--- src/rtl/lsu_pkg.sv ---
// Shared definitions for the load/store unit: access-size encodings, FSM states
// and the alignment rule used when a request is accepted.
package lsu_pkg;

  localparam logic [1:0] SZ_BYTE = 2'b00;
  localparam logic [1:0] SZ_HALF = 2'b01;
  localparam logic [1:0] SZ_WORD = 2'b10;

  typedef enum logic [2:0] {
    IDLE = 3'd0,
    RD   = 3'd1,
    RDW  = 3'd2,
    WR   = 3'd3,
    RESP = 3'd4
  } lsu_state_e;

  // Size must already be normalised (11 folded into SZ_WORD).
  function automatic logic is_misaligned(input logic [1:0] size, input logic [1:0] offset);
    case (size)
      SZ_BYTE: is_misaligned = 1'b0;
      SZ_HALF: is_misaligned = offset[0];
      default: is_misaligned = (offset != 2'b00);
    endcase
  endfunction

endpackage

--- src/rtl/lsu_align.sv ---
// Byte-lane datapath: extracts and extends load data from a memory word, and
// merges sub-word store data into the old word for read-modify-write.
module lsu_align
  import lsu_pkg::*;
#(
  parameter int DATA_WIDTH = 32
) (
  input  logic [DATA_WIDTH-1:0] i_word,
  input  logic [DATA_WIDTH-1:0] i_wdata,
  input  logic [1:0]            i_size,
  input  logic                  i_unsigned,
  input  logic [1:0]            i_offset,
  output logic [DATA_WIDTH-1:0] o_load,
  output logic [DATA_WIDTH-1:0] o_merged
);

  logic [7:0]  w_byte;
  logic [15:0] w_half;
  logic [4:0]  w_bit_base;

  assign w_bit_base = {i_offset, 3'b000};
  assign w_byte     = i_word[w_bit_base +: 8];
  assign w_half     = i_offset[1] ? i_word[31:16] : i_word[15:0];

  always_comb begin
    o_load = i_word;
    case (i_size)
      SZ_BYTE: o_load = {{(DATA_WIDTH-8){~i_unsigned & w_byte[7]}}, w_byte};
      SZ_HALF: o_load = {{(DATA_WIDTH-16){~i_unsigned & w_half[15]}}, w_half};
      default: o_load = i_word;
    endcase
  end

  always_comb begin
    o_merged = i_word;
    case (i_size)
      SZ_BYTE: o_merged[w_bit_base +: 8] = i_wdata[7:0];
      SZ_HALF: begin
        if (i_offset[1]) o_merged[31:16] = i_wdata[15:0];
        else             o_merged[15:0]  = i_wdata[15:0];
      end
      default: o_merged = i_wdata;
    endcase
  end

endmodule

--- src/rtl/load_store_unit.sv ---
// Single-outstanding load/store unit in front of a word-addressed memory with a
// one-cycle registered read; sub-word stores are done as read-modify-write.
module load_store_unit
  import lsu_pkg::*;
#(
  parameter int ADDR_WIDTH = 8,
  parameter int DATA_WIDTH = 32
) (
  input  logic                  clk,
  input  logic                  rst,
  input  logic                  req_valid_i,
  output logic                  req_ready_o,
  input  logic                  req_write_i,
  input  logic [1:0]            req_size_i,
  input  logic                  req_unsigned_i,
  input  logic [31:0]           req_addr_i,
  input  logic [DATA_WIDTH-1:0] req_wdata_i,
  output logic                  resp_valid_o,
  output logic [DATA_WIDTH-1:0] resp_rdata_o,
  output logic                  resp_misaligned_o,
  output logic [ADDR_WIDTH-1:0] mem_address_o,
  output logic [DATA_WIDTH-1:0] mem_write_data_o,
  output logic                  mem_MemWrite_o,
  output logic                  mem_MemRead_o,
  input  logic [DATA_WIDTH-1:0] mem_data_read_i
);

  lsu_state_e            r_state;
  logic                  r_write;
  logic [1:0]            r_size;
  logic                  r_unsigned;
  logic                  r_mis;
  logic [ADDR_WIDTH+1:0] r_addr;
  logic [DATA_WIDTH-1:0] r_wdata;
  logic [DATA_WIDTH-1:0] r_rdata;

  logic [1:0]            w_size;
  logic                  w_mis;
  logic [DATA_WIDTH-1:0] w_load;
  logic [DATA_WIDTH-1:0] w_merged;
  logic                  w_unused_addr;

  assign w_size        = (req_size_i == 2'b11) ? SZ_WORD : req_size_i;
  assign w_mis         = is_misaligned(w_size, req_addr_i[1:0]);
  // Address bits above the memory window are deliberately dropped (wrap-around).
  assign w_unused_addr = ^req_addr_i[31:ADDR_WIDTH+2];

  lsu_align #(.DATA_WIDTH(DATA_WIDTH)) u_align (
    .i_word     (mem_data_read_i),
    .i_wdata    (r_wdata),
    .i_size     (r_size),
    .i_unsigned (r_unsigned),
    .i_offset   (r_addr[1:0]),
    .o_load     (w_load),
    .o_merged   (w_merged)
  );

  assign req_ready_o       = (r_state == IDLE) && !rst;
  assign mem_MemRead_o     = (r_state == RD);
  assign mem_MemWrite_o    = (r_state == WR);
  assign mem_address_o     = r_addr[ADDR_WIDTH+1:2];
  assign mem_write_data_o  = r_wdata;
  assign resp_valid_o      = (r_state == RESP);
  assign resp_rdata_o      = resp_valid_o ? r_rdata : '0;
  assign resp_misaligned_o = resp_valid_o & r_mis;

  always_ff @(posedge clk) begin
    if (rst) begin
      r_state    <= IDLE;
      r_write    <= 1'b0;
      r_size     <= SZ_BYTE;
      r_unsigned <= 1'b0;
      r_mis      <= 1'b0;
      r_addr     <= '0;
      r_wdata    <= '0;
      r_rdata    <= '0;
    end else begin
      case (r_state)
        IDLE: begin
          if (req_valid_i) begin
            r_write    <= req_write_i;
            r_size     <= w_size;
            r_unsigned <= req_unsigned_i;
            r_mis      <= w_mis;
            r_addr     <= req_addr_i[ADDR_WIDTH+1:0];
            r_wdata    <= req_wdata_i;
            r_rdata    <= '0;
            if (w_mis)                                 r_state <= RESP;
            else if (req_write_i && w_size == SZ_WORD) r_state <= WR;
            else                                       r_state <= RD;
          end
        end
        RD:  r_state <= RDW;
        // Memory read data is valid here: either finish a load or build the RMW word.
        RDW: begin
          if (r_write) begin
            r_wdata <= w_merged;
            r_state <= WR;
          end else begin
            r_rdata <= w_load;
            r_state <= RESP;
          end
        end
        WR:      r_state <= RESP;
        RESP:    r_state <= IDLE;
        default: r_state <= IDLE;
      endcase
    end
  end

endmodule

--- config.mk ---
export PLATFORM = sky130hd
export DESIGN_NAME = load_store_unit
export DESIGN_NICKNAME = d
export VERILOG_FILES = /design/src/rtl/lsu_pkg.sv /design/src/rtl/lsu_align.sv /design/src/rtl/load_store_unit.sv
export SDC_FILE = /design/constraint.sdc
export NUM_CORES = 1
export LEC_CHECK = 0
export CORE_MARGIN = 2
export CORE_UTILIZATION = 39
export DETAILED_ROUTE_END_ITERATION = 12
export PLACE_DENSITY = 0.72
export SLEW_MARGIN = 20
export SYNTH_ARGS = -nofsm -noshare
export SYNTH_HDL_FRONTEND = slang
export SYNTH_SLANG_ARGS = --single-unit
--- constraint.sdc ---
create_clock -name clk -period 3.5 [get_ports clk]
set_clock_uncertainty 0.15 [all_clocks]
set_input_delay 0.875 -clock clk [delete_from_list [all_inputs] [get_ports clk]]
set_output_delay 0.875 -clock clk [all_outputs]
set_load 0.01 [all_outputs]
==> impl_metrics.json <==
{
  "drive_gt1_share_pct": 7.98,
  "place.gp.congestion": 0.884,
  "critPathCaptureType": "primary output",
  "drt-total-wl_mm": 15.9,
  "grt_max_degree": 62,
  "htreeDepth": 3,
  "slew_violations": 0,
  "antenna_cells": 0,
  "final.setup.worst_slack_ns": 0.295,
  "layout.nets": 782,
  "hold_viol_final": 0,
  "grt_usage_pct": 23.9,
  "relSlewSlack_pct": 33.0,
  "core_mm2": 0.0120,
  "drc_errors": 0,
  "hold_path.startpoint": "r_mis",
  "clkTransAtPathRegs_ns": 0.06,
  "wl_per_cell_um": 19.3,
  "p_leak_nw": 2.47,
  "cts_tree": "yes",
  "pre_cts_ws_ns": 0.648,
  "r2r-start": "r_addr[0]",
  "root_buffer": "clkbuf_16",
  "dieHeight_um": 115,
  "grt_pass1_wl_mm": 24.5,
  "syn_inst": 548,
  "cellPowerDensity_mw_per_mm2": 395,
  "fin_hold_ws_ns": 0.299,
  "syn2layout_area_growth_pct": 39.4,
  "synth.distinct_cells": 59,
  "die_w_um": 115,
  "ant_nets": 0,
  "max_freq_mhz": 312,
  "status": "finished, final reports clean",
  "drv_cap": 0,
  "finalSetupViolCount": 0,
  "antenna_found_initial": 0,
  "ys_seq_elements": 82,
  "yosys_most_used_dff": "dfxtp_1",
  "synth-edff-count": 0,
  "worstMarginPinSlew_ns": 1.00,
  "regArea_mm2": 0.00164,
  "post_cts_buffers": 0,
  "async_reset_ff_share_pct": 0,
  "multi_input_area_mm2": 0.00284,
  "fin_total_pwr_mw": 2.64,
  "layout_common_cells": "156 x clkdlybuf4s50_1, 82 x dfxtp_1, 58 x a21oi_1",
  "die_area_mm2": 0.0132,
  "cts_resized": 0,
  "cp.arrival_ns": 2.18,
  "hp-class": "flip-flop to flip-flop",
  "syn_nets": 656,
  "row_count": 40,
  "worstPathRequired_ns": 2.47,
  "rrSetupSlack_ns": 0.86,
  "peakVddDrop_v": 0.000188,
  "setup.worst_path.start": "r_state[2]",
  "clock_latency_ns": 0.34,
  "drt-pass1-iter-count": 5,
  "tns_ns": 0,
  "synth.avg_cell_area_um2": 8.75,
  "mostFrequentLayoutCell": "clkdlybuf4s50_1",
  "via_count": 4759,
  "timing.final.crit_share_pct": 91.6,
  "ys_seq_area_share_pct": 34.2,
  "io_pins": 180,
  "vias_per_cell": 5.78,
  "dp_hpwl_mm": 11.9,
  "path_class": "flip-flop to primary output",
  "grt_overflow_total": 0,
  "port_buffers": 157,
  "cts_hold_buf": 0,
  "fillCellCount": 1078,
  "cts_buffers": 9,
  "worstSetupStartpointType": "flip-flop",
  "yosysWarnings": 0,
  "cts.path.max_buffers": 2,
  "layout_min_cycle_time_ns": 3.20,
  "critPathMaxFanout": 34,
  "dr.first_iter.drc_count": 327,
  "cts.sinks": 82,
  "start_util_pct": 39.9,
  "grt_pass1_vias": 4568,
  "synth_area_mm2": 0.00479,
  "rsz0062_at_grt": "false"
}
==> sequential cells by signal (all words and copies together), names as in the netlist <==
name	cells
r_size	2
r_addr	10
r_state	3
r_rdata	32
r_mis	1
r_unsigned	1
r_write	1
mem_write_data_o	32
==> cell usage after synthesis (6+ instances only) <==
master     number  share of area [%]
nor2_1         22                1.7
dfxtp_1        82                 34
a21o_1          7                1.1
a21oi_1        59                6.2
nand2_1        40                3.1
nand2b_1       17                2.2
buf_4           9                1.4
a221oi_1       24                4.4
mux2_2         10                2.3
a211o_1        14                2.6
nor2b_1         6               0.78
inv_1           6               0.47
o21bai_1        8                1.3
o41ai_1         8                1.5
o21ai_0        16                1.7
a211oi_1       10                1.6
and2_1         34                4.4
clkbuf_1       29                2.3
or3_1           6               0.78
o211ai_1        9                1.4
and3b_1         8                1.5
o2bb2ai_1      30                5.5
nand3b_1        9                1.4
mux2i_1        17                3.5
a32o_1          8                1.7
buf_2          11                1.1
==> layout make-up <==
cell class / count / share of cell area [%]
clock inverter: 3 / 0.974
sequential: 82 / 24.6
timing repair buffer: 172 / 25.1
clock buffer: 11 / 3.63
multi-input combinational: 402 / 42.5
tap: 147 / 2.75
inverter: 7 / 0.393
==> logic make-up (layout without fill, tap and decap cells) <==
kind of cell | Yosys count | in the layout | synth area share, %
adder cells (fa/ha/maj) | 5 | 5 | 1.30
AND/OR/NAND/NOR | 160 | 160 | 19.3
multiplexers | 29 | 29 | 6.52
flip-flops | 82 | 82 | 34.2
AO/OA/AOI/OAI | 208 | 208 | 31.9
buffers and inverters | 64 | 193 | 6.65
==> critical path: stages (launching register included) <==
cell and delay, ns:
dfxtp_1 0.55, nor3b_2 0.24, buf_4 0.29, and2_1 0.21
clkdlybuf4s50_1 0.55
==> metal layers <==
layer | track usage (%) | vias up | wire length [um]
met4 | 8.92 | 0 | 433
met3 | 4.59 | 27 | 1020
met5 | 0 | - | 0
li1 | - | 2304 | -
met2 | 37.0 | 202 | 7300
met1 | 33.2 | 2226 | 7140
==> report_power, final <==
group	switching (mW)	leakage, nW	internal [mW]	total, mW
clock network	0.362	0.151	0.635	0.997
registers	0.0586	0.670	0.992	1.05
logic	0.298	1.65	0.295	0.593
total	0.719	2.47	1.92	2.64
==> path summary, 6_finish.rpt <==
kind	endpoint	depth (start not counted)
setup / recovery	resp_rdata_o[4]	4
hold / removal	r_mis	2
setup reg to reg	mem_write_data_o[31]	7
hold reg to reg	r_mis	2
==> metrics by stage <==
stage          instance area, um^2  cells  util, %
3_5_place_dp                  6370    810     53.1
2_1_floorplan                 4790    548        -
3_3_place_gp                  6370    810     53.1
6_report                      6680    824     55.6
4_1_cts                       6680    824     55.6
5_1_grt                       6680    824     55.6
Note: power is estimated with default switching activity, not from simulation.
